==> src/rtl/mouse_master_sm_if.sv <==
// Bus between the PS/2 mouse sequencer and its byte-level transmitter,
// receiver and packet consumer. The master modport is the sequencer side.
// MOUSE_ERR_CNT_EN adds the ERR_COUNT diagnostic output.
interface mouse_master_sm_if;
  logic       SEND_BYTE;
  logic [7:0] BYTE_TO_SEND;
  logic       BYTE_SENT;
  logic       READ_ENABLE;
  logic [7:0] BYTE_READ;
  logic [1:0] BYTE_ERROR_CODE;
  logic       BYTE_READY;
  logic [7:0] MOUSE_STATUS;
  logic [7:0] MOUSE_DX;
  logic [7:0] MOUSE_DY;
  logic       SEND_INTERRUPT;
  logic [3:0] MASTER_STATE;
`ifdef MOUSE_ERR_CNT_EN
  logic [7:0] ERR_COUNT;

  modport master (
    output SEND_BYTE, BYTE_TO_SEND, READ_ENABLE, MOUSE_STATUS, MOUSE_DX,
           MOUSE_DY, SEND_INTERRUPT, MASTER_STATE, ERR_COUNT,
    input  BYTE_SENT, BYTE_READ, BYTE_ERROR_CODE, BYTE_READY
  );
  modport slave (
    input  SEND_BYTE, BYTE_TO_SEND, READ_ENABLE, MOUSE_STATUS, MOUSE_DX,
           MOUSE_DY, SEND_INTERRUPT, MASTER_STATE, ERR_COUNT,
    output BYTE_SENT, BYTE_READ, BYTE_ERROR_CODE, BYTE_READY
  );
`else
  modport master (
    output SEND_BYTE, BYTE_TO_SEND, READ_ENABLE, MOUSE_STATUS, MOUSE_DX,
           MOUSE_DY, SEND_INTERRUPT, MASTER_STATE,
    input  BYTE_SENT, BYTE_READ, BYTE_ERROR_CODE, BYTE_READY
  );
  modport slave (
    input  SEND_BYTE, BYTE_TO_SEND, READ_ENABLE, MOUSE_STATUS, MOUSE_DX,
           MOUSE_DY, SEND_INTERRUPT, MASTER_STATE,
    output BYTE_SENT, BYTE_READ, BYTE_ERROR_CODE, BYTE_READY
  );
`endif
endinterface

==> src/rtl/mouse_master_sm.sv <==
// PS/2 mouse top-level sequencer: runs the init handshake (FF / FA AA 00 /
// F4 / FA) and then assembles 3-byte movement packets into registered
// status/dx/dy outputs with a one-cycle interrupt per packet.
// Optional: MOUSE_ERR_CNT_EN adds a saturating ERR_COUNT output.
module mouse_master_sm #(
  parameter int STARTUP_CYCLES = 1_000_000,
  parameter int RESP_TIMEOUT   = 100_000_000,
  parameter int TIMER_W        = 27
) (
  input logic               CLK,
  input logic               RESET,
  mouse_master_sm_if.master bus
);

  typedef enum logic [3:0] {
    INIT_WAIT     = 4'd0,
    SEND_RESET    = 4'd1,
    WAIT_SENT_RST = 4'd2,
    WAIT_ACK1     = 4'd3,
    WAIT_SELFTEST = 4'd4,
    WAIT_ID       = 4'd5,
    SEND_ENABLE   = 4'd6,
    WAIT_SENT_EN  = 4'd7,
    WAIT_ACK2     = 4'd8,
    PKT_B0        = 4'd9,
    PKT_B1        = 4'd10,
    PKT_B2        = 4'd11
  } state_t;

  state_t             state, nxt;
  logic [TIMER_W-1:0] timer;
  logic [7:0]         status_sh, dx_sh;
  logic               send_byte, read_enable, send_irq;
  logic [7:0]         byte_to_send, status_q, dx_q, dy_q;
  logic               rdy, good, tmo, startup_done;
  logic               ld_status, ld_dx, ld_pkt;

  assign rdy          = bus.BYTE_READY;
  assign good         = bus.BYTE_READY && (bus.BYTE_ERROR_CODE == 2'b00);
  assign tmo          = (timer == TIMER_W'(RESP_TIMEOUT - 1));
  assign startup_done = (timer == TIMER_W'(STARTUP_CYCLES - 1));

  // Next-state and load strobes; a byte arriving always beats a timeout.
  always_comb begin
    nxt       = state;
    ld_status = 1'b0;
    ld_dx     = 1'b0;
    ld_pkt    = 1'b0;
    case (state)
      INIT_WAIT:     if (startup_done) nxt = SEND_RESET;
      SEND_RESET:    nxt = WAIT_SENT_RST;
      WAIT_SENT_RST: if (bus.BYTE_SENT) nxt = WAIT_ACK1;
                     else if (tmo) nxt = INIT_WAIT;
      WAIT_ACK1:     if (rdy) nxt = (good && bus.BYTE_READ == 8'hFA) ? WAIT_SELFTEST : INIT_WAIT;
                     else if (tmo) nxt = INIT_WAIT;
      WAIT_SELFTEST: if (rdy) nxt = (good && bus.BYTE_READ == 8'hAA) ? WAIT_ID : INIT_WAIT;
                     else if (tmo) nxt = INIT_WAIT;
      WAIT_ID:       if (rdy) nxt = (good && bus.BYTE_READ == 8'h00) ? SEND_ENABLE : INIT_WAIT;
                     else if (tmo) nxt = INIT_WAIT;
      SEND_ENABLE:   nxt = WAIT_SENT_EN;
      WAIT_SENT_EN:  if (bus.BYTE_SENT) nxt = WAIT_ACK2;
                     else if (tmo) nxt = INIT_WAIT;
      WAIT_ACK2:     if (rdy) nxt = (good && bus.BYTE_READ == 8'hFA) ? PKT_B0 : INIT_WAIT;
                     else if (tmo) nxt = INIT_WAIT;
      // Bit 3 is always set in a status byte; anything else is a resync discard.
      PKT_B0:        if (good && bus.BYTE_READ[3]) begin
                       nxt       = PKT_B1;
                       ld_status = 1'b1;
                     end
      PKT_B1:        if (good) begin
                       nxt   = PKT_B2;
                       ld_dx = 1'b1;
                     end else if (rdy || tmo) nxt = PKT_B0;
      PKT_B2:        if (good) begin
                       nxt    = PKT_B0;
                       ld_pkt = 1'b1;
                     end else if (rdy || tmo) nxt = PKT_B0;
      default:       nxt = INIT_WAIT;
    endcase
  end

  // State register and per-state timer (cleared on every transition).
  always_ff @(posedge CLK or posedge RESET) begin
    if (RESET) begin
      state <= INIT_WAIT;
      timer <= '0;
    end else begin
      state <= nxt;
      timer <= (nxt != state) ? '0 : timer + TIMER_W'(1);
    end
  end

  // Registered outputs, decoded from the next state so they align with it.
  always_ff @(posedge CLK or posedge RESET) begin
    if (RESET) begin
      send_byte    <= 1'b0;
      byte_to_send <= 8'h00;
      read_enable  <= 1'b0;
      send_irq     <= 1'b0;
      status_sh    <= 8'h00;
      dx_sh        <= 8'h00;
      status_q     <= 8'h00;
      dx_q         <= 8'h00;
      dy_q         <= 8'h00;
    end else begin
      send_byte   <= (nxt == SEND_RESET) || (nxt == SEND_ENABLE);
      read_enable <= (nxt inside {WAIT_ACK1, WAIT_SELFTEST, WAIT_ID, WAIT_ACK2,
                                  PKT_B0, PKT_B1, PKT_B2});
      send_irq    <= ld_pkt;
      if (nxt == SEND_RESET)  byte_to_send <= 8'hFF;
      if (nxt == SEND_ENABLE) byte_to_send <= 8'hF4;
      if (ld_status) status_sh <= bus.BYTE_READ;
      if (ld_dx)     dx_sh     <= bus.BYTE_READ;
      if (ld_pkt) begin
        status_q <= status_sh;
        dx_q     <= dx_sh;
        dy_q     <= bus.BYTE_READ;
      end
    end
  end

  assign bus.SEND_BYTE      = send_byte;
  assign bus.BYTE_TO_SEND   = byte_to_send;
  assign bus.READ_ENABLE    = read_enable;
  assign bus.SEND_INTERRUPT = send_irq;
  assign bus.MOUSE_STATUS   = status_q;
  assign bus.MOUSE_DX       = dx_q;
  assign bus.MOUSE_DY       = dy_q;
  assign bus.MASTER_STATE   = state;

`ifdef MOUSE_ERR_CNT_EN
  logic       err_inc;
  logic [7:0] err_cnt;

  // Error events: stream discards/timeouts and any fall-back to full re-init.
  always_comb begin
    err_inc = 1'b0;
    case (state)
      PKT_B0:         err_inc = rdy && !(good && bus.BYTE_READ[3]);
      PKT_B1, PKT_B2: err_inc = (rdy && !good) || (!rdy && tmo);
      default:        err_inc = 1'b0;
    endcase
    if ((state inside {[WAIT_SENT_RST:WAIT_ACK2]}) && nxt == INIT_WAIT) err_inc = 1'b1;
  end

  // Saturating error counter.
  always_ff @(posedge CLK or posedge RESET) begin
    if (RESET) err_cnt <= 8'h00;
    else if (err_inc && err_cnt != 8'hFF) err_cnt <= err_cnt + 8'h01;
  end

  assign bus.ERR_COUNT = err_cnt;
`else
`endif

endmodule

==> src/flat_wrapper.sv <==
// flat-port wrapper written by rule: the top's interface ports become plain ports
module mouse_master_sm_flat 
#(
  parameter int STARTUP_CYCLES = 1_000_000,
  parameter int RESP_TIMEOUT   = 100_000_000,
  parameter int TIMER_W        = 27
)
  (CLK, RESET, bus_SEND_BYTE, bus_BYTE_TO_SEND, bus_READ_ENABLE, bus_MOUSE_STATUS, bus_MOUSE_DX, bus_MOUSE_DY, bus_SEND_INTERRUPT, bus_MASTER_STATE, bus_BYTE_SENT, bus_BYTE_READ, bus_BYTE_ERROR_CODE, bus_BYTE_READY);
  mouse_master_sm_if bus_i ();
  input logic CLK;
  input logic RESET;
  output wire logic [$bits(bus_i.SEND_BYTE)-1:0] bus_SEND_BYTE;
  output wire logic [$bits(bus_i.BYTE_TO_SEND)-1:0] bus_BYTE_TO_SEND;
  output wire logic [$bits(bus_i.READ_ENABLE)-1:0] bus_READ_ENABLE;
  output wire logic [$bits(bus_i.MOUSE_STATUS)-1:0] bus_MOUSE_STATUS;
  output wire logic [$bits(bus_i.MOUSE_DX)-1:0] bus_MOUSE_DX;
  output wire logic [$bits(bus_i.MOUSE_DY)-1:0] bus_MOUSE_DY;
  output wire logic [$bits(bus_i.SEND_INTERRUPT)-1:0] bus_SEND_INTERRUPT;
  output wire logic [$bits(bus_i.MASTER_STATE)-1:0] bus_MASTER_STATE;
  input wire logic [$bits(bus_i.BYTE_SENT)-1:0] bus_BYTE_SENT;
  input wire logic [$bits(bus_i.BYTE_READ)-1:0] bus_BYTE_READ;
  input wire logic [$bits(bus_i.BYTE_ERROR_CODE)-1:0] bus_BYTE_ERROR_CODE;
  input wire logic [$bits(bus_i.BYTE_READY)-1:0] bus_BYTE_READY;
  assign bus_SEND_BYTE = bus_i.SEND_BYTE;
  assign bus_BYTE_TO_SEND = bus_i.BYTE_TO_SEND;
  assign bus_READ_ENABLE = bus_i.READ_ENABLE;
  assign bus_MOUSE_STATUS = bus_i.MOUSE_STATUS;
  assign bus_MOUSE_DX = bus_i.MOUSE_DX;
  assign bus_MOUSE_DY = bus_i.MOUSE_DY;
  assign bus_SEND_INTERRUPT = bus_i.SEND_INTERRUPT;
  assign bus_MASTER_STATE = bus_i.MASTER_STATE;
  assign bus_i.BYTE_SENT = bus_BYTE_SENT;
  assign bus_i.BYTE_READ = bus_BYTE_READ;
  assign bus_i.BYTE_ERROR_CODE = bus_BYTE_ERROR_CODE;
  assign bus_i.BYTE_READY = bus_BYTE_READY;
  mouse_master_sm #(.STARTUP_CYCLES(STARTUP_CYCLES), .RESP_TIMEOUT(RESP_TIMEOUT), .TIMER_W(TIMER_W)) u_core (.CLK(CLK), .RESET(RESET), .bus(bus_i));
endmodule
==> config.mk <==
export PLATFORM = sky130hd
export DESIGN_NAME = mouse_master_sm_flat
export DESIGN_NICKNAME = d
export VERILOG_FILES = /design/src/rtl/mouse_master_sm_if.sv /design/src/rtl/mouse_master_sm.sv /design/src/flat_wrapper.sv
export SDC_FILE = /design/constraint.sdc
export NUM_CORES = 1
export LEC_CHECK = 0
export ABC_AREA = 1
export CAP_MARGIN = 0
export CELL_PAD_IN_SITES_DETAIL_PLACEMENT = 0
export CELL_PAD_IN_SITES_GLOBAL_PLACEMENT = 1
export CORE_ASPECT_RATIO = 0.9
export CORE_MARGIN = 2
export CORE_UTILIZATION = 44
export DETAILED_ROUTE_END_ITERATION = 7
export DONT_BUFFER_PORTS = 1
export PLACE_DENSITY = 0.77
export SLEW_MARGIN = 20
export SYNTH_ARGS = -nofsm -noshare
export SYNTH_HDL_FRONTEND = slang
export SYNTH_SLANG_ARGS = --single-unit
==> constraint.sdc <==
create_clock -name CLK -period 5.1 [get_ports CLK]
set_input_delay 0.51 -clock CLK [delete_from_list [all_inputs] [get_ports CLK]]
set_output_delay 0.51 -clock CLK [all_outputs]
set_load 0.03 [all_outputs]
# == After elaboration in Yosys (flattened, before gate mapping) ==
# Index checks and enable logic that the tools add are counted.
# word_totals
input_bits,14
elab_cells,74
output_inout_bits,39
reg_bits,82
# op_classes
n_eq_ne,25
add_sub_neg,1
n_reduce_logical,12
n_mux,25
# ops
operator,n
$mux W4,13
$pmux W4 S12,1
$eq A4 B4 Y1 const B,8
$eq A4 B3 Y1 const B,7
$add A27 B1 Y27 const B,1
$eq A27 B20 Y1 const B,1
$eq A27 B27 Y1 const B,1
$mux W27,1
$eq A8 B8 Y1 const B,2
$mux W8,2
$eq A4 B2 Y1 const B,3
$mux W3,3
$eq A4 B1 Y1 const B,2
$logic_not A8 Y1,1
$reduce_bool A7 Y1,1
$logic_and A1 B1 Y1,5
$mux W1,5
$logic_not A4 Y1,1
$ne A4 B4 Y1,1
$logic_not A2 Y1,1
$logic_or A1 B1 Y1,2
$reduce_bool A2 Y1,1

# == Longest topological paths before layout ==
# logic_depth
depth_word,9
ltp_mapped,16
ltp_nobuf,16

# == Worst setup path before layout ==
# No wires, ideal clock.
# synth_path
path_type,reg2reg
start,register u_core.timer[0]
end,register u_core.timer[20]
arrival_ns,1.878
setup_time_ns,0.123
stages_incl_launch_ff,15
n_path_buf,1
required_time_ns,4.977
period_less_slack_ns,2.001
path_slack_ns,3.099
cell_sequence,dfrtp_1 ha_1 nand3_1 clkinv_1 nand2_2 nor2_4 nand2_4 nand2_4 nand2_1 nand3_1 nor2_1 nand3_1 nand2_2 buf_6 nor3_2
# synth_between
elab_chain_cells,7
elab_cells_between_ends,18
cone_classes,add/sub (1); eq/ne (3); mux (13); reduce/logical (1)
# synth_rtl
element,line_no,rtl
start: declaration,mouse_master_sm.sv:31,logic [TIMER_W-1:0] timer;
start signal: assignment,mouse_master_sm.sv:89,timer <= (nxt != state) ? '0 : timer + TIMER_W'(1);
$eq A27 B27 Y1,mouse_master_sm.sv:40,assign tmo = (timer == TIMER_W'(RESP_TIMEOUT - 1));
$logic_or A1 B1 Y1,"mouse_master_sm.sv:73, mouse_master_sm.sv:77",
$mux W4,"mouse_master_sm.sv:73, mouse_master_sm.sv:77",
"$mux W4, on equally long branches","mouse_master_sm.sv:74, mouse_master_sm.sv:70",
$pmux W4 S12,mouse_master_sm.sv:49,case (state)
$ne A4 B4 Y1,mouse_master_sm.sv:89,
$mux W27 (*),mouse_master_sm.sv:89,
# Mark *: on every way between the ends. The rest lies on a longest branch, timed or not.
# A chain may end at the register's enable or synchronous reset.

# == Worst setup path after layout ==
# layout_path
start,register u_core.state[0] (netlist: u_core.bus.MASTER_STATE[0])
end,register u_core.timer[4]
# layout_between
elab_cells_between_ends,27
cone_classes,eq/ne (12); mux (14); reduce/logical (1)
# layout_rtl
element,line_no,rtl
start: declaration,mouse_master_sm.sv:30,"state_t state, nxt;"
start signal: assignment,mouse_master_sm.sv:88,state <= nxt;
"$eq A4 B4 Y1, or another cell as far along",mouse_master_sm.sv:49,
$pmux W4 S12 (*),mouse_master_sm.sv:49,
net u_core.nxt[1],mouse_master_sm.sv:30,
$ne A4 B4 Y1 (*),mouse_master_sm.sv:89,
$mux W27 (*),mouse_master_sm.sv:89,
# Mark *: on every way through the listed nets, which the timed path passes. The rest lies on a longest branch.

==> impl_summary.md <==
Clocking
Buffers inserted to repair hold after CTS numbered 0. Clock-pin slew was measured on the worst setup and hold paths at 0.09 ns. The H-tree level count is 3. For this design, the sink count on the clock tree is 76. Once the clock tree was built, the resizer swapped 0 gates to a different size. The number of setup buffers added after CTS is 0. The clock latency of the later-clocked register in the worst-skew pair is 0.36 ns. Clock tree synthesis inserted a total of 9 buffers.

TritonCTS built the clock tree. The tree is rooted in a clkbuf_8. In this run the deepest clock path goes through 2 buffers.

Setup path
STA classifies the critical path startpoint as a flop. The worst-path cell with the longest stage delay is dfrtp_1. The number of cells on the worst reg-to-reg path is 12. The setup path with the least slack is of type flop to flop. The worst path required time is 5.36 ns. The total buffers and inverters traversed by the critical path is 1. For flop-to-flop paths, the worst setup slack is 2.30 ns. Data on the critical path arrives at its endpoint at 3.07 ns. The number of cells on the critical path is 12. Along the worst path, the maximum fanout reaches 27. The kind of cell with the highest combined delay along the critical path is simple AND/OR/NAND/NOR gates. The most used cell along the critical path is nand2_1.

The capture instance of the worst register-to-register path is u_core.timer[4]. The worst reg2reg path startpoint is u_core.bus.MASTER_STATE[0]. The type of destination of the critical path is a flop.

The critical path goes through nand2_1, nor2_1, nand3_2, nand3_1, nor2_1, nand2_1, inv_1, nand3_2, nand2_1, nand2_1, nand2_2, nor3_1. The largest single stage delay on the critical path is 0.64 ns.

Drt
For this run, design rule violations remaining after detail routing come to 0. The first routing iteration left 131 violations. The first-pass iteration count of the detailed router is 4. The wire length after detailed routing is 9.53 mm. Using the TritonRoute via totals, the vias-per-cell ratio works out to 5.06.

The detail route stage leaves a number of antenna-violating nets equal to 0. After detailed routing, the average wire length per cell comes to 14.6 microns. The final route contains 3293 vias.

Floorplan
The floorplan step set the die height to 96.7 microns. The count of pins on the block boundary is 53. The core region is 9210 sq um. The die covers 10300 sq um. The initial cell density of the core is 45.6%. The x dimension of the die is 107 microns. The floorplan has 33 rows.

Timing
The final critical path takes up 55.0% of the cycle. The number of pins with negative max-slew slack in the final report is 0. The total count of hold-check failures in the final report was 0. Setup repair after global routing left no endpoint under its margin. Headroom to the max-slew limit came out at 37.0%.

The slew at the pin with the worst max-slew slack is 0.945 ns. The final clock skew is 0.0145 ns. The total negative setup slack is 0 ns. The shortest period the worst path allows is 2.80 ns. Setup violations remaining at the end of the flow were counted as 0.

The maximum achievable frequency is 357 MHz.

Synth
The proportion of register bits with asynchronous set or reset after synthesis is 100%. The most used flip-flop cell after synthesis is dfrtp_1. The share of the yosys chip area belonging to registers is 45.3%. The number of cells produced by synthesis is 527. Averaged over all synthesized cells, the footprint is 7.96 sq um. During synthesis, Yosys emitted a total of 0 warnings. The number of nets in the synthesized netlist is 542. The number of different library cells used by synthesis comes to 33.

The synthesized design contains 76 register bits. The cell type contributing the most total cell area after synthesis is dfrtp_1. The synthesized design contains 0 enable-type register cells.

The summed instance area of the synthesized netlist is 4200 sq um. The top cell type's share of synthesized area is 45.3%. Ranked by instance count, the synthesized netlist is headed by nand2_1 (139), dfrtp_1 (76), nor2_1 (57).

Yosys attributes the largest share of cell area to dfrtp_1 (45%), nand2_1 (12%), nor2_1 (5.1%). By instance count, the leading cell after synthesis is nand2_1.

Pwr
The peak supply drop is 0.299 mV. The areal power density over the cells is 330 nW/um^2. The leakage power figure is 2.10 nW.

Layout
The footprint of the multi-input gates is 1950 sq um. Registers take 1900 sq um. The net total in the final layout is 539. From synthesis to final layout, the design area changed by 6.02%. The finished layout cell area is 4450 sq um. Fill cells in the final layout number 927. The share of post-route cells with drive strength above 1 is 15.1%. The number of diodes is 0.

Worst hold path
The tightest min-delay check is of the primary input to asynchronous set/reset pin type.

Outcome
The run finished with clean final reports.

Global route
The pin count of the biggest net entering global routing is 77. The overall overflow remaining after global route is 0. The number of global-route vias before repair came to 3350. The total track usage is 20.0%.

The number of antenna violations at the first check in global routing is 0. The first global-routing pass estimated 16.6 mm of wire.

Place
Detailed placement ended at an HPWL of 6.84 mm. The global placement routability congestion is 0.859. The placed instances occupy a cell area of 4260 sq um. The number of port buffers is 0.

Run
The max capacitance violation total is 0.
-- layout make-up --
class / instances / share of cell area [%]
Clock buffer: 9 / 2.78
Clock inverter: 7 / 1.57
Inverter: 60 / 5.09
Multi-Input combinational cell: 374 / 43.9
Sequential cell: 76 / 42.7
Tap cell: 122 / 3.43
Timing Repair Buffer: 3 / 0.506
-- stage by stage --
step	utilization [%]	total power [W]	instances	hold slack [ns]	setup WS, ns
global placement	46.2	0.00102	635	0.435	2.33
global route	48.3	0.00156	651	0.325	1.96
detailed placement	46.2	0.00103	635	0.437	2.29
finish	48.3	0.00147	651	0.322	2.30
floorplan	-	0.000998	527	0.420	2.65
CTS	48.3	0.00149	651	0.321	2.28
-- flip-flops by register name (all words and copies together), names as in the netlist --
register and count:
u_core.bus.READ_ENABLE 1, u_core.dx_sh 8, u_core.bus.SEND_INTERRUPT 1, u_core.status_sh 8, u_core.bus.SEND_BYTE 1, u_core.bus.MOUSE_STATUS 8
u_core.bus.MOUSE_DX 8, u_core.timer 27, u_core.bus.MASTER_STATE 4, u_core.bus.MOUSE_DY 8, u_core.bus.BYTE_TO_SEND 2
-- report_power, final --
part	switching [W]	total, W	internal [W]
Sequential	0.0000808	0.000728	0.000647
Combinational	0.000216	0.000282	0.0000658
Clock	0.000270	0.000459	0.000189
-- cells in the final DEF, fill, tap and decap left out, drive strengths merged --
cell type | Yosys | routed
nand2 | 158 | 158
dfrtp | 76 | 76
nor2 | 65 | 65
inv | 59 | 61
nor3 | 43 | 43
nand3 | 31 | 31
o21ai | 30 | 30
xor2 | 23 | 23
clkbuf | 6 | 9
nand4 | 8 | 8
clkinv | 1 | 5
buf | 11 | 3
a21oi | 2 | 2
nand3b | 2 | 2
and3 | 2 | 2
nor4 | 2 | 2
o21bai | 1 | 1
a21boi | 1 | 1
a31oi | 1 | 1
a22o | 1 | 1
xnor2 | 1 | 1
or4 | 1 | 1
or2 | 1 | 1
ha | 1 | 1
clkinvlp | 0 | 1
-- worst max-delay path by stage --
stage / from / to
3_5_place_dp: u_core.bus.MASTER_STATE[0] / u_core.timer[4]
6_report: u_core.bus.MASTER_STATE[0] / u_core.timer[4]
5_1_grt: u_core.bus.MASTER_STATE[0] / u_core.timer[26]
4_1_cts: u_core.bus.MASTER_STATE[1] / u_core.timer[4]
3_3_place_gp: u_core.bus.MASTER_STATE[0] / u_core.timer[4]
2_1_floorplan: RESET / u_core.bus.BYTE_TO_SEND[3]
-- per-layer routing --
metal | wire length (microns) | global-route usage (%)
met1 | 4830 | 28.8
met2 | 4170 | 30.0
met3 | 376 | 4.92
met4 | 151 | 5.89
met5 | 0 | 0
-- logic make-up after synthesis --
kind of cell / after synthesis / share of synthesized area [%]
compound gates: 36 / 4.62
xor+xnor: 24 / 5.01
fa+ha+maj: 1 / 0.298
buf+inv: 77 / 8.17
flops: 76 / 45.3
simple gates: 313 / 36.6
Note: power is estimated with default switching activity, not from simulation.
